**config.mk**
```make
export PLATFORM = sky130hd
export DESIGN_NAME = hex_display_scanner
export DESIGN_NICKNAME = d
export VERILOG_FILES = /design/src/rtl/hex_display_scanner.sv
export SDC_FILE = /design/constraint.sdc
export NUM_CORES = 1
export LEC_CHECK = 0
export CAP_MARGIN = 20
export CORE_MARGIN = 2
export CORE_UTILIZATION = 29
export DETAILED_ROUTE_END_ITERATION = 10
export DONT_BUFFER_PORTS = 1
export GPL_TIMING_DRIVEN = 0
export HOLD_SLACK_MARGIN = 0.08
export PLACE_DENSITY_LB_ADDON = 0.08
export RECOVER_POWER = 25
export SYNTH_ARGS = -nofsm -noshare
export SYNTH_HDL_FRONTEND = slang
export SYNTH_SLANG_ARGS = --single-unit
```
**constraint.sdc**
```tcl
create_clock -name clk -period 6.1 [get_ports clk]
set_clock_uncertainty 0.2 [all_clocks]
set_input_delay 0.305 -clock clk [delete_from_list [all_inputs] [get_ports clk]]
set_output_delay 0.305 -clock clk [all_outputs]
set_load 0.01 [all_outputs]
```
**src/rtl/hex_display_scanner.sv**
```systemverilog
// -----------------------------------------------------------------------------
// hex_display_scanner
//
// Purpose:
//   Time-multiplexed driver for an NDIG-digit common-anode 7-segment display.
//   Hex nibbles and per-digit decimal points are captured into a pending
//   buffer. The buffer is copied into the displayed buffer only when the scan
//   wraps back to digit 0, so a frame never shows a mix of old and new data.
//   Only one digit is lit at a time, and all digits share one segment bus.
//
// Parameters:
//   NDIG         number of digits (1..8)
//   REFRESH_DIV  clk cycles spent on each digit slot (>= 2)
//
// Ports:
//   clk         in   1        system clock, rising edge
//   reset       in   1        synchronous, active-high
//   load        in   1        capture value/dp_in into the pending buffer
//   value       in   4*NDIG   digit i = value[4i+3:4i]
//   dp_in       in   NDIG     dp_in[i]=1 lights the decimal point of digit i
//   enable      in   1        0 blanks the display; the scan keeps running
//   anode       out  NDIG     active-low digit select
//   segments    out  8        active-low, [0]=a .. [6]=g, [7]=dp
//   frame_tick  out  1        one-cycle pulse after the scan wraps to digit 0
//
// Optional feature:
//   LEADING_ZERO_BLANK_EN: when defined, leading-zero digits other than digit
//   0 are blanked. Their decimal point still follows dp_in.
// -----------------------------------------------------------------------------
module hex_display_scanner #(
    parameter int NDIG        = 4,
    parameter int REFRESH_DIV = 50000
) (
    input  logic              clk,
    input  logic              reset,
    input  logic              load,
    input  logic [4*NDIG-1:0] value,
    input  logic [NDIG-1:0]   dp_in,
    input  logic              enable,
    output logic [NDIG-1:0]   anode,
    output logic [7:0]        segments,
    output logic              frame_tick
);

    localparam int IDX_W = (NDIG > 1) ? $clog2(NDIG) : 1;
    localparam int PRE_W = $clog2(REFRESH_DIV);
    localparam logic [PRE_W-1:0] PRE_LAST = PRE_W'(REFRESH_DIV - 1);
    localparam logic [IDX_W-1:0] IDX_LAST = IDX_W'(NDIG - 1);

    // Hex to active-low segments, returned in g..a order.
    function automatic logic [6:0] decode_hex(input logic [3:0] nib);
        logic [6:0] seg;
        case (nib)
            4'h0:    seg = 7'b1000000;
            4'h1:    seg = 7'b1111001;
            4'h2:    seg = 7'b0100100;
            4'h3:    seg = 7'b0110000;
            4'h4:    seg = 7'b0011001;
            4'h5:    seg = 7'b0010010;
            4'h6:    seg = 7'b0000010;
            4'h7:    seg = 7'b1111000;
            4'h8:    seg = 7'b0000000;
            4'h9:    seg = 7'b0010000;
            4'hA:    seg = 7'b0001000;
            4'hB:    seg = 7'b0000011;
            4'hC:    seg = 7'b1000110;
            4'hD:    seg = 7'b0100001;
            4'hE:    seg = 7'b0000110;
            4'hF:    seg = 7'b0001110;
            default: seg = 7'b1111111;
        endcase
        return seg;
    endfunction

    logic [PRE_W-1:0]  presc_q, presc_d;
    logic [IDX_W-1:0]  idx_q, idx_d;
    logic [4*NDIG-1:0] pend_val_q, pend_val_d;
    logic [NDIG-1:0]   pend_dp_q, pend_dp_d;
    logic [4*NDIG-1:0] disp_val_q, disp_val_d;
    logic [NDIG-1:0]   disp_dp_q, disp_dp_d;
    logic [NDIG-1:0]   anode_q, anode_d;
    logic [7:0]        segments_q, segments_d;
    logic              frame_tick_q, frame_tick_d;

    logic              slot_end_s;
    logic              wrap_s;
    logic [4*NDIG-1:0] upper_s;
    logic [NDIG-1:0]   dp_shift_s;
    logic [6:0]        glyph_s;

    // Scan counters and double-buffer next state.
    always_comb begin
        presc_d      = presc_q;
        idx_d        = idx_q;
        pend_val_d   = pend_val_q;
        pend_dp_d    = pend_dp_q;
        disp_val_d   = disp_val_q;
        disp_dp_d    = disp_dp_q;
        slot_end_s   = (presc_q == PRE_LAST);
        wrap_s       = slot_end_s && (idx_q == IDX_LAST);
        frame_tick_d = wrap_s;

        if (slot_end_s) begin
            presc_d = {PRE_W{1'b0}};
            if (idx_q == IDX_LAST) begin
                idx_d = {IDX_W{1'b0}};
            end else begin
                idx_d = idx_q + IDX_W'(1);
            end
        end else begin
            presc_d = presc_q + PRE_W'(1);
        end

        if (load) begin
            pend_val_d = value;
            pend_dp_d  = dp_in;
        end else begin
            pend_val_d = pend_val_q;
            pend_dp_d  = pend_dp_q;
        end

        // A load on the wrap edge bypasses the pending buffer, so the new
        // data is shown in the frame that starts on that edge.
        if (wrap_s) begin
            if (load) begin
                disp_val_d = value;
                disp_dp_d  = dp_in;
            end else begin
                disp_val_d = pend_val_q;
                disp_dp_d  = pend_dp_q;
            end
        end else begin
            disp_val_d = disp_val_q;
            disp_dp_d  = disp_dp_q;
        end
    end

    // Select the digit for the current index and build the registered outputs.
    always_comb begin
        upper_s    = disp_val_q >> {idx_q, 2'b00};
        dp_shift_s = disp_dp_q >> idx_q;
        glyph_s    = decode_hex(upper_s[3:0]);
`ifdef LEADING_ZERO_BLANK_EN
        // This digit and every higher digit are zero, so it is a leading zero.
        if ((idx_q != {IDX_W{1'b0}}) && (upper_s == {(4*NDIG){1'b0}})) begin
            glyph_s = 7'h7F;
        end else begin
            glyph_s = decode_hex(upper_s[3:0]);
        end
`endif
        if (enable) begin
            anode_d    = ~(NDIG'(1) << idx_q);
            segments_d = {~dp_shift_s[0], glyph_s};
        end else begin
            anode_d    = {NDIG{1'b1}};
            segments_d = 8'hFF;
        end
    end

    // State and output registers with synchronous reset.
    always_ff @(posedge clk) begin
        if (reset) begin
            presc_q      <= {PRE_W{1'b0}};
            idx_q        <= {IDX_W{1'b0}};
            pend_val_q   <= {(4*NDIG){1'b0}};
            pend_dp_q    <= {NDIG{1'b0}};
            disp_val_q   <= {(4*NDIG){1'b0}};
            disp_dp_q    <= {NDIG{1'b0}};
            anode_q      <= {NDIG{1'b1}};
            segments_q   <= 8'hFF;
            frame_tick_q <= 1'b0;
        end else begin
            presc_q      <= presc_d;
            idx_q        <= idx_d;
            pend_val_q   <= pend_val_d;
            pend_dp_q    <= pend_dp_d;
            disp_val_q   <= disp_val_d;
            disp_dp_q    <= disp_dp_d;
            anode_q      <= anode_d;
            segments_q   <= segments_d;
            frame_tick_q <= frame_tick_d;
        end
    end

    assign anode      = anode_q;
    assign segments   = segments_q;
    assign frame_tick = frame_tick_q;

endmodule

```
# --- Word level (Yosys, flattened, before mapping) ---
# Memories as Yosys holds them, arrays and structs flattened. A register that Yosys moved wholly into a read port is not among the register bits.
# Index checks and enable logic that the tools add are counted.
word_totals:
  input_bits: 24
  mem_count: 1
  out_inout_bits: 13
  romBits: 112
  regBits: 71
classes:
  n_shift: 3
  addsub: 2
  n_reduce_logical: 3
  n_bitwise: 3
  n_eq_ne: 2
  n_mux: 3
mem_list:
  columns: ["memory", "depth", "width", "rd", "rd_ports_with_merged_regs", "write_ports", "line_no", "source"]
  rows:
  - ["(no name shown)", 16, 7, 1, 1, 0, "53", "case (nib)"]
op_table:
  columns: ["cell", "count"]
  rows:
  - ["adder 16 x 1 -> 16 bit, second input constant", 1]
  - ["equality test 16 bit, second input constant", 1]
  - ["two-way mux 16 bit", 1]
  - ["right shift 16 x 4 -> 4 bit", 1]
  - ["two-way mux 4 bit", 1]
  - ["NOT 4 bit", 1]
  - ["OR reduction 2 bit", 2]
  - ["left shift 1 x 2 -> 4 bit, first input constant", 1]
  - ["right shift 4 x 2 -> 1 bit", 1]
  - ["adder 2 x 1 -> 2 bit, second input constant", 1]
  - ["equality test 2 bit, second input constant", 1]
  - ["two-way mux 2 bit", 1]
  - ["NOT 1 bit", 2]
  - ["logical AND 1 bit", 1]

# --- Longest topological paths before layout ---
depth:
  depth_word: 2
  depth_mapped: 8

# --- Worst setup path before layout ---
# No wires, ideal clock.
synth_timing:
  kind: "flip-flop to flip-flop"
  startpoint: "reg idx_q[0]"
  endpoint: "reg segments_q[1], in the netlist segments[1]"
  slack_ps: 4023
  required_time_ps: 5764
  synth_period_minus_slack_ps: 2077
  setup_ps: 136
  path_stages_with_launch: 7
  t_arrival_ps: 1741
  cell_sequence: "dfxtp_1 > buf_2 > mux4_2 > inv_1 > ha_1 > o211ai_1 > nand3_1"
synth_via:
  elab_chain_cells: 1
synth_lines:
  columns: ["item", "line_no", "source"]
  rows:
  - ["start, declared", "76", "logic [IDX_W-1:0] idx_q, idx_d;"]
  - ["start signal, assigned", "164", "idx_q <= {IDX_W{1'b0}};"]
  - ["start signal, assigned", "174", "idx_q <= idx_d;"]
  - ["right shift 16 x 4 -> 4 bit", "140", "upper_s = disp_val_q >> {idx_q, 2'b00};"]
  - ["end, declared", "82", "logic [7:0] segments_q, segments_d;"]
# No other way between the ends.
# A chain may end at the register's enable or synchronous reset.

# --- Worst setup path in the final report ---
layout_timing:
  startpoint: "reg presc_q[0]"
  endpoint: "reg presc_q[7]"
layout_via:
  elab_chain_cells: 2
  elab_cells_between_ends: 3
  cone_classes: "add/sub (1); eq/ne (1); reduce/logical (1)"
layout_lines:
  columns: ["item", "line_no", "source"]
  rows:
  - ["start, declared", "75", "logic [PRE_W-1:0] presc_q, presc_d;"]
  - ["start signal, assigned", "163", "presc_q <= {PRE_W{1'b0}};"]
  - ["start signal, assigned", "173", "presc_q <= presc_d;"]
  - ["branches (longest 2 deep; another with adder 16 x 1 -> 16 bit)", null, null]
# Several ways; the timed one is not identified.

==> flow_summary.json <==
{
  "first_global_vias": 2261,
  "seq_area_frac_synth": 0.474,
  "holdBufCountCts": 21,
  "h-tree-depth": 3,
  "rsz0062_at_grt": "false",
  "drtAntennaViolNets": 0,
  "synth_area_um2": 3000,
  "syn_area_per_cell_um2": 9.59,
  "area_delta_synth_final_pct": 19.3,
  "p_sw_frac": 0.221,
  "ir_drop_v": 0.0000837,
  "final_hold_viol_count": 0,
  "grt_antenna_before_repair": 0,
  "p_total_mw": 0.908,
  "hold_path.class": "flop to flop",
  "post-route-min-period_ps": 2300,
  "synth.distinct_cells": 39,
  "synth.top_cells.by_count": "dfxtp_1, nor2_1, nand3_1",
  "synth_edf_count": 0,
  "cp_cell_sequence": "ha_1 > nand3_1 > nor4_4 > or2_0 > buf_2 > buf_6 > nor2_1",
  "p_seq_frac": 0.529,
  "cp_slowest_stage_delay_ps": 560,
  "synth-main-ff-cell": "dfxtp_1",
  "wl_per_cell_um": 13.7,
  "p_comb_frac": 0.050,
  "clock-root-buffer": "clkbuf_8",
  "async_reset_ff_frac": 0,
  "dieHeight_um": 106,
  "path_max_fanout": 10,
  "p_leak_nw": 1.32,
  "place_inst": 449,
  "fin_util": 0.351,
  "tns_ps": 0,
  "setup_slack_ps": 3800,
  "fin_nets": 380,
  "place_congestion": 0.758,
  "outcome": "finished clean",
  "pwr_density_cell_nw_per_um2": 254,
  "pre_cts_slack_ps": 3780,
  "maxSlewViolCount": 0,
  "vias": 2192,
  "clk_pin_slew_worst_paths_ps": 80,
  "initial_utilization": 0.295,
  "ys_ff_latch": 71,
  "core-area_um2": 10200,
  "fillerInstances": 1080,
  "cp.arrival_ps": 2330,
  "cts_setup_buffers": 0,
  "critPathRequiredTime_ps": 6130,
  "p_clk_frac": 0.421,
  "grt_max_degree": 12,
  "drc": 0,
  "fp.dieW_um": 106,
  "rows": 37,
  "clockBufferDepth": 2,
  "path_delay_family": "simple AND/OR/NAND/NOR gates",
  "yosysTopAreaCellShare": 0.474,
  "cts-buffers-inserted": 9,
  "max_cap_violations": 0,
  "grtUsageTotal": 0.130,
  "fp.dieArea_um2": 11200,
  "clock_sinks": 71,
  "synthTopCellsByArea": "dfxtp_1, mux2i_1, nor2_1, nand2b_1, ha_1",
  "place_hpwl_um": 4690,
  "worst_pin_slew_ps": 715,
  "slowest_stage": "nor4_4",
  "p_switching_mw": 0.201,
  "setup_violations": 0,
  "drtIter0Drc": 58,
  "cts_tree": "built",
  "timing.fmax_ghz": 0.436,
  "io_buffers": 0,
  "crit_type": "flop to flop",
  "synthesis.nets": 348,
  "cts_resized": 0,
  "drive_gt1_frac": 0.0831,
  "power.internal_mw": 0.707,
  "synth.most_common_cell": "dfxtp_1",
  "ioPinCount": 37,
  "antennaDiodeCount": 0,
  "fin_cells": 485,
  "grt_pass1_wl_um": 11400,
  "ys.warnings.count": 0,
  "via_per_inst": 4.52,
  "start_kind": "flop",
  "grt_overflow": 0,
  "syn_inst": 313,
  "first_pass_iters": 4,
  "cp_num_buf_inv": 2,
  "yosysTopAreaCell": "dfxtp_1",
  "relSlewSlack": 0.523,
  "routed_wl_um": 6660,
  "clock_latency_ps": 340,
  "period_share": 0.376,
  "endpoint_kind": "flop"
}
## cells by family (layout without fill, tap and decap cells)
family,Yosys count,count (layout),share of synthesized area
buf+inv,28,64,0.0400
xor+xnor,12,12,0.0350
compound gates,37,37,0.0709
fa+ha+maj,11,11,0.0459
flops,71,71,0.474
mux,28,28,0.114
simple gates,126,126,0.220
## metrics by stage
step / cell area [µm²] / hold slack, ps
floorplan: 3000 / 226
global placement: 3170 / 246
detailed placement: 3170 / 251
CTS: 3580 / 268
global route: 3580 / 303
finish: 3580 / 262
## cells in the final DEF (no fill, tap or decap), types with 2 or more instances in the layout
cell type	synthesis	routed
clkbuf_1	14	15
and4_1	3	3
o221ai_1	4	4
nand2b_1	23	23
nand4_1	2	2
o21ai_1	3	3
buf_2	6	6
nand3_1	27	27
mux2i_1	23	23
mux4_2	5	5
ha_1	11	11
xor2_1	9	9
nor2b_1	3	3
nand2_1	14	14
dlygate4sd3_1	0	21
nor2_1	41	41
inv_1	7	7
o21ai_0	19	19
dfxtp_1	71	71
clkbuf_8	0	11
a21oi_1	6	6
xnor2_1	3	3
## per-layer routing
layer | up-vias | wire length, µm | track usage
met4 | 0 | 148 | 0.0620
met2 | 42 | 2760 | 0.190
met3 | 10 | 279 | 0.0303
met1 | 1008 | 3470 | 0.179
li1 | 1132 | - | -
met5 | - | 0 | 0
## power groups by stage
| stage | clock [mW] | combinational [mW] | sequential, mW |
|---|---|---|---|
| after floorplan | 0 | 0.0275 | 0.490 |
| after global placement | 0 | 0.0352 | 0.491 |
| after detailed placement | 0 | 0.0352 | 0.491 |
| after CTS | 0.397 | 0.0465 | 0.481 |
| after global routing | 0.415 | 0.0517 | 0.482 |
| final | 0.382 | 0.0452 | 0.480 |
## state kept, by name (all words and copies together), names as in the netlist
name / flops
segments: 8
frame_tick: 1
disp_val_q: 16
disp_dp_q: 4
presc_q: 16
pend_dp_q: 4
anode: 4
idx_q: 2
pend_val_q: 16
## area by class of cell
class | count | area, µm² | area share
Buffer | 21 | 93.8 | 0.0262
Clock buffer | 12 | 155 | 0.0434
Clock inverter | 3 | 42.5 | 0.0119
Inverter | 7 | 26.3 | 0.00734
Multi-Input combinational cell | 214 | 1460 | 0.408
Sequential cell | 71 | 1420 | 0.397
Tap cell | 136 | 170 | 0.0476
Timing Repair Buffer | 21 | 210 | 0.0587
## worst paths after layout
path         slack [ps]                   from               endpoint  depth (start not counted)
min                 260  presc_q[0]$_SDFF_PP0_  presc_q[0]$_SDFF_PP0_                          1
min reg2reg         260  presc_q[0]$_SDFF_PP0_  presc_q[0]$_SDFF_PP0_                          1
max                3800  presc_q[0]$_SDFF_PP0_  presc_q[7]$_SDFF_PP0_                          7
max reg2reg        3800  presc_q[0]$_SDFF_PP0_  presc_q[7]$_SDFF_PP0_                          7
(Power assumes the default switching activity.)
